`src/rtl/tx_arbiter.sv`:
```
// Two-source arbiter in front of a single UART transmitter: grants one byte per frame,
// follows the transmitter's ready handshake, then holds off for a guard gap.
module tx_arbiter #(
    parameter int GUARD_CYCLES   = 16,
    parameter int TIMEOUT_CYCLES = 20000
) (
    input  logic       clk,
    input  logic       rst,
    input  logic       req_a,
    input  logic [7:0] byte_a,
    input  logic       req_b,
    input  logic [7:0] byte_b,
    input  logic       transmit_ready,
    output logic       gnt_a,
    output logic       gnt_b,
    output logic       tx_ctrl,
    output logic [7:0] tx_byte,
    output logic       busy,
    output logic       last_src,
    output logic [7:0] frames_sent,
    output logic       timeout_err,
    output logic [2:0] fsm_state
);

    // Handshake: a source holds req and its byte until it sees its one-cycle gnt,
    // then drops req; tx_ctrl pulses once per frame and tx_byte stays valid after it.

    typedef enum logic [2:0] {
        IDLE      = 3'd0,
        LAUNCH    = 3'd1,
        WAIT_BUSY = 3'd2,
        WAIT_DONE = 3'd3,
        GUARD     = 3'd4
    } state_t;

    localparam logic [7:0]  GUARD_LAST = 8'(GUARD_CYCLES - 1);
    localparam logic [15:0] TO_LAST    = 16'(TIMEOUT_CYCLES - 1);

    state_t      state;
    state_t      next_state;
    logic        ptr;
    logic [15:0] to_cnt;
    logic [7:0]  guard_cnt;

    logic        win_b;
    logic        to_expired;

    logic        gnt_a_d;
    logic        gnt_b_d;
    logic        tx_ctrl_d;
    logic [7:0]  tx_byte_d;
    logic        busy_d;
    logic        last_src_d;
    logic [7:0]  frames_d;
    logic        err_d;
    logic        ptr_d;
    logic [15:0] to_cnt_d;
    logic [7:0]  guard_cnt_d;

    // ptr = 1 means B holds priority when both sources request together
    assign win_b      = req_b & (~req_a | ptr);
    assign to_expired = (to_cnt == TO_LAST);
    assign fsm_state  = state;

    always_ff @(posedge clk) begin
        if (rst) begin
            state       <= IDLE;
            gnt_a       <= 1'b0;
            gnt_b       <= 1'b0;
            tx_ctrl     <= 1'b0;
            tx_byte     <= 8'h00;
            busy        <= 1'b0;
            last_src    <= 1'b0;
            frames_sent <= 8'h00;
            timeout_err <= 1'b0;
            ptr         <= 1'b0;
            to_cnt      <= 16'h0000;
            guard_cnt   <= 8'h00;
        end else begin
            state       <= next_state;
            gnt_a       <= gnt_a_d;
            gnt_b       <= gnt_b_d;
            tx_ctrl     <= tx_ctrl_d;
            tx_byte     <= tx_byte_d;
            busy        <= busy_d;
            last_src    <= last_src_d;
            frames_sent <= frames_d;
            timeout_err <= err_d;
            ptr         <= ptr_d;
            to_cnt      <= to_cnt_d;
            guard_cnt   <= guard_cnt_d;
        end
    end

    always_comb begin
        next_state = state;
        case (state)
            IDLE: begin
                if ((req_a | req_b) & transmit_ready) next_state = LAUNCH;
            end
            LAUNCH: next_state = WAIT_BUSY;
            WAIT_BUSY: begin
                if (!transmit_ready)  next_state = WAIT_DONE;
                else if (to_expired)  next_state = IDLE;
            end
            WAIT_DONE: begin
                if (transmit_ready)   next_state = GUARD;
                else if (to_expired)  next_state = IDLE;
            end
            GUARD: begin
                if (guard_cnt == GUARD_LAST) next_state = IDLE;
            end
            default: next_state = IDLE;
        endcase
    end

    // Next values of the registered outputs; the exit condition beats a same-cycle timeout
    always_comb begin
        gnt_a_d     = 1'b0;
        gnt_b_d     = 1'b0;
        tx_ctrl_d   = 1'b0;
        tx_byte_d   = tx_byte;
        last_src_d  = last_src;
        ptr_d       = ptr;
        frames_d    = frames_sent;
        err_d       = timeout_err;
        busy_d      = (next_state != IDLE);
        to_cnt_d    = 16'h0000;
        guard_cnt_d = 8'h00;

        if (state == IDLE && next_state == LAUNCH) begin
            gnt_a_d    = ~win_b;
            gnt_b_d    = win_b;
            tx_ctrl_d  = 1'b1;
            tx_byte_d  = win_b ? byte_b : byte_a;
            last_src_d = win_b;
            ptr_d      = ~win_b;
        end

        if (state == WAIT_DONE && next_state == GUARD)
            frames_d = frames_sent + 8'd1;

        if ((state == WAIT_BUSY || state == WAIT_DONE) && next_state == IDLE)
            err_d = 1'b1;

        if ((next_state == WAIT_BUSY || next_state == WAIT_DONE) && next_state == state)
            to_cnt_d = to_cnt + 16'd1;

        if (next_state == GUARD && state == GUARD)
            guard_cnt_d = guard_cnt + 8'd1;
    end

endmodule

```
`config.mk`:
```
export PLATFORM = sky130hd
export DESIGN_NAME = tx_arbiter
export DESIGN_NICKNAME = d
export VERILOG_FILES = /design/src/rtl/tx_arbiter.sv
export SDC_FILE = /design/constraint.sdc
export NUM_CORES = 1
export LEC_CHECK = 0
export ABC_AREA = 1
export BUFFER_PORTS_ARGS = -buffer_cell sky130_fd_sc_hd__buf_2
export CORE_ASPECT_RATIO = 0.9
export CORE_MARGIN = 4
export CORE_UTILIZATION = 48
export DETAILED_ROUTE_END_ITERATION = 7
export MAX_ROUTING_LAYER = met4
export PLACE_DENSITY = 0.86
export SLEW_MARGIN = 20
export SYNTH_ARGS = -nofsm -noshare
export SYNTH_HDL_FRONTEND = slang
export SYNTH_SLANG_ARGS = --single-unit
```
`constraint.sdc`:
```
create_clock -name clk -period 1.4 [get_ports clk]
set_input_delay 0.07 -clock clk [delete_from_list [all_inputs] [get_ports clk]]
set_output_delay 0.07 -clock clk [all_outputs]
set_load 0.01 [all_outputs]
```
* Word level (Yosys, flattened, before mapping)
Index checks and enable logic that the tools add are counted.
** Word-level totals
- Input bits :: 21
- Output and inout bits :: 25
- Register bits after elaboration :: 50
- Word-level logic and storage cells :: 56
** Operators by class
- Add/sub/neg operators :: 3
- Multiplexer cells :: 8
- Equality and inequality tests :: 11
- Reductions and logical operators :: 13
- Bitwise logic cells :: 9
** Operators by type and width (count)
- $add 16x1->16 const B :: 1
- $add 8x1->8 const B :: 2
- $eq 16x15->1 const B :: 1
- $mux 3 :: 5
- $pmux 3 s5 :: 1
- $eq 3x2->1 const B :: 4
- $eq 8x4->1 const B :: 1
- $mux 8 :: 1
- $eq 3x1->1 const B :: 2
- $eq 3x3->1 const B :: 2
- $logic_not 3->1 :: 2
- $reduce_or 2->1 :: 3
- $logic_and 1x1->1 :: 5
- $not 1->1 :: 5
- $eq 3x3->1 :: 1
- $reduce_bool 3->1 :: 1
- $and 1x1->1 :: 2
- $logic_or 1x1->1 :: 2
- $or 1x1->1 :: 2
- $mux 1 :: 1

* Logic depth before layout (Yosys ltp)
- Depth in word-level cells :: 9
- Mapped depth :: 12
- Gate-level depth less buffers :: 11

* Worst setup path before layout
OpenSTA, ideal clock, no wires.
- Kind :: register to register
- From :: reg to_cnt[0]
- To :: reg to_cnt[15]
- Library setup time :: 0.121 ns
- Data arrival time :: 1.387 ns
- Data required time :: 1.279 ns
- Stages on the path, launching flop included :: 12
- Clock period less this slack :: 1.508 ns
- Buffers on the path :: 1
- Slack :: -0.108 ns
- Cell sequence :: dfxtp_1 -> ha_1 -> nand3_1 -> nor2_1 -> nand2_1 -> nand2_1 -> nand3_2 -> nand2_1 -> inv_2 -> nand3_4 -> buf_12 -> nor2_4
** On the way
- Longest elaborated chain between the ends :: 9
- Elaborated cells between the ends (all ways) :: 13
- Classes of those cells :: 1 x add/sub; 4 x eq/ne; 4 x mux; 1 x bitwise; 3 x reduce/logical
** Ends and longest elaborated chain
- start, declared :: line 42 : logic [15:0] to_cnt;
- start signal, assigned :: line 90 : to_cnt <= to_cnt_d;
- $eq 16x15->1 :: line 62 : assign to_expired = (to_cnt == TO_LAST);
- $mux 3 :: line 104, 108
- $mux 3 (on tied branches) :: line 107, 103
- $pmux 3 s5 :: line 97 : case (state)
- $eq 3x2->1 :: line 146 : if ((next_state == WAIT_BUSY || next_state == WAIT_DONE) && next_state == state)
- $logic_or 1x1->1 :: line 146
- $logic_and 1x1->1 :: line 146
- $not 1->1 (no line)
- $reduce_or 2->1 (no line)
Parallel ways exist; a longest one is shown, timed or not.
A chain may end at the register's enable or synchronous reset.

* Worst setup path in the final report
- From :: reg to_cnt[9]
- To :: reg to_cnt[15]
The elaborated chain is that of the path after synthesis.

==> impl_metrics.env <==
export IMPL_status="complete, but fails checks"
export IMPL_failed_checks="negative setup slack"
export IMPL_p_sw_uw=844.7
export IMPL_final_cells=451
export IMPL_vias=2385
export IMPL_syn2layout_area_growth_pct=46.71
export IMPL_dp_cells=421
export IMPL_seq_area_frac_synth=0.4355
export IMPL_cts_max_path_buffers=2
export IMPL_grtUsageMet2=0.3820
export IMPL_nNetsFinal=411
export IMPL_die_area_mm2=0.005961
export IMPL_insertion_delay_ns=0.31
export IMPL_fmax_mhz=644.6
export IMPL_port_buffer_count=45
export IMPL_cellPowerDensity_mw_per_mm2=862.6
export IMPL_p_sw_frac=0.2904
export IMPL_vias_per_cell=5.288
export IMPL_rsz0062_at_grt="true"
export IMPL_fp_dieW_um=80.94
export IMPL_tritoncts="done"
export IMPL_hold_viol=0
export IMPL_grt_pass1_wl_um=10180
export IMPL_clock_sinks=50
export IMPL_top_usage_layer="met2"
export IMPL_maxCapViolCount=0
export IMPL_drv_slew=0
export IMPL_skew_ns=0.01109
export IMPL_setup_viol=33
export IMPL_drc=0
export IMPL_fin_crit_ns=1.551
export IMPL_cp_max_fo=5
export IMPL_yosys_warnings=0
export IMPL_antenna_found_initial=1
export IMPL_min_path_type="in -> reg"
export IMPL_worst_slack_ns=-0.1514
export IMPL_p_leak_nw=1.363
export IMPL_cp_arrival_ns=1.75
export IMPL_critPathKind="reg -> reg"
export IMPL_drtPass1Iterations=4
export IMPL_initial_core_util=0.5055
export IMPL_relSlewSlack=0.8059
export IMPL_worstMarginPinSlew_ns=0.2902
export IMPL_placed_area_mm2=0.002889
export IMPL_cp_cell_sequence="inv_2, nor2_2, nand2_1, nor2_1, nand2_1, nand2_1, nand3_2, nand2_2, inv_2, nand3_4, buf_12, nor2_4"
export IMPL_cts_max_level=2
export IMPL_layout_drive_gt1_share=0.5026
export IMPL_track_usage=0.2268
export IMPL_crit_family="simple AND/OR/NAND/NOR gates"
export IMPL_combPwrFrac=0.180
export IMPL_end_kind="flip-flop"
export IMPL_ant_nets=0
export IMPL_clkTransAtPathRegs_ns=0.10
export IMPL_use_met1=0.2435
export IMPL_row_count=23
export IMPL_post_place_ws_ns=-0.09624
export IMPL_overflow=0
export IMPL_first_iter_violations=132
export IMPL_post_synth_cell_area_avg_um2=8.122
export IMPL_mostFrequentLayoutCells="nand2_1 (52), buf_2 (45), buf_4 (45)"
export IMPL_synth_cell_types=32
export IMPL_crit_buf_inv=3
export IMPL_dp_hpwl_um=4121
export IMPL_cts_root_buf="clkbuf_8"
export IMPL_synth_fp_nets=307
export IMPL_p_int_mw=2.064
export IMPL_syn_area_mm2=0.002298
export IMPL_routabilityCongestion=0.8689
export IMPL_num_fill_cells=294
export IMPL_slowest_delay_ns=0.37
export IMPL_synth_seq_cells=50
export IMPL_setup_tns_ns=-3.407
export IMPL_core_area_mm2=0.004547
export IMPL_cp_slowest_cell="dfxtp_4"
export IMPL_drt_wl_total_um=7196
export IMPL_io_pins=46
export IMPL_p_total_mw=2.909
export IMPL_die_h_um=73.65
export IMPL_cts_buffers=5
export IMPL_met3_usage=0.04779
export IMPL_finalCritPeriodShare=1.108
export IMPL_final_common_cell="nand2_1"
export IMPL_grt_pass1_vias=2316
export IMPL_p_clk_frac=0.303
export IMPL_crit_required_ns=1.60
export IMPL_wl_per_cell_um=15.96
export IMPL_syn_inst=283
export IMPL_pwr_share_seq=0.518
export IMPL_grt_max_degree=18
export IMPL_stdcell_area_mm2=0.003372
export IMPL_crit_top_cell="nand2_1"
export IMPL_start_kind="flip-flop"
export IMPL_peakVddDrop_v=0.0007474
[cells in the mapped netlist]
cell type  count  area share
or2_2          1      0.0027
o21ai_0        4      0.0087
a31oi_1        7       0.019
a211oi_1       1      0.0033
nor2_1        28       0.046
nor2_2         4       0.011
o21a_4         1      0.0065
dfxtp_1       50        0.44
ha_1           3       0.016
nand4_1        4       0.011
xnor2_1        4       0.015
nand3_2        4       0.017
nor4_1         1      0.0027
a21oi_1       11       0.024
nand2_1       56       0.091
nor2_4        15       0.073
inv_1         26       0.042
o211a_1        1      0.0044
buf_12         1      0.0087
o21ai_2        1      0.0038
a21oi_2        4       0.015
o21a_1         1      0.0033
or2_0          1      0.0027
inv_2          7       0.011
nand2_2        1      0.0027
nand3_4        1      0.0076
clkbuf_1       3      0.0049
nor3_2         2      0.0087
xor2_1         8       0.030
nand3_1       20       0.044
o21ai_1        1      0.0022
nor3_1        11       0.024
[kinds of logic after synthesis]
group / synth area share
buf+inv: 0.06750
simple gates: 0.3446
xor+xnor: 0.04573
fa+ha+maj: 0.01633
compound gates: 0.09036
flops: 0.4355
[worst register-to-register path: cells and delay by family, from the launching register on]
kind | cells | cell delay, ns
buffers and inverters | 3 | 0.25
AND/OR/NAND/NOR | 9 | 0.81
flip-flops | 1 | 0.37
[worst paths after layout]
kind                                               start                  endpoint  slack [ns]  cells after the start
worst max register to register      to_cnt[9]$_SDFF_PP0_     to_cnt[15]$_SDFF_PP0_       -0.15                     12
worst min register to register  timeout_err$_SDFFE_PP0P_  timeout_err$_SDFFE_PP0P_        0.48                      2
worst min-delay path                           byte_b[2]   tx_byte[2]$_SDFFE_PP0P_       0.002                      3
worst max-delay path                to_cnt[9]$_SDFF_PP0_     to_cnt[15]$_SDFF_PP0_       -0.15                     12
[registers in the layout, summed over array words and instances, names as in the netlist, 3 cells and up]
signal and flops:
to_cnt 16, frames_sent 8, guard_cnt 8, tx_byte 8, fsm_state 3
[per-stage QoR]
step / hold slack, ns / utilization
detailed placement: 0.2747 / 0.6354
global route: 0.01272 / 0.7416
CTS: 0.001263 / 0.6907
finish: 0.001650 / 0.7416
global placement: 0.2741 / 0.6354
floorplan: 0.1832 / -
[cell type report]
cell class	count	area, µm²	share of cell area
multi-input cells	196	1341	0.3978
flip-flops and latches	50	1028	0.3050
repair buffers	101	705.7	0.2093
inverters	33	123.9	0.03673
well taps	62	77.57	0.02301
clock buffers	5	68.82	0.02041
clock inverters	3	23.77	0.007050
diodes	1	2.502	0.0007421
[layer usage]
| layer | part of all wire | wire length (µm) |
|---|---|---|
| met1 | 0.38 | 2712 |
| met2 | 0.52 | 3718 |
| met4 | 0.058 | 417 |
| met3 | 0.048 | 348 |
| met5 | 0 | 0 |
[power by group through the flow]
stage | Sequential (mW) | Clock, mW | Combinational [mW]
after global placement | 1.53 | 0 | 0.367
final | 1.51 | 0.880 | 0.523
after CTS | 1.50 | 0.878 | 0.428
after global routing | 1.51 | 0.952 | 0.556
after detailed placement | 1.54 | 0 | 0.379
after floorplan | 1.56 | 0 | 0.189
[what timing repair did]
item	in CTS	in global routing
setup endpoints to repair	27	42
endpoints found under the hold margin	3	0
cloned	0	0
pin swaps	9	23
hold buffers	6	0
resized for setup	16	49
buffers inserted	6	9
Note: power is estimated with default switching activity, not from simulation.
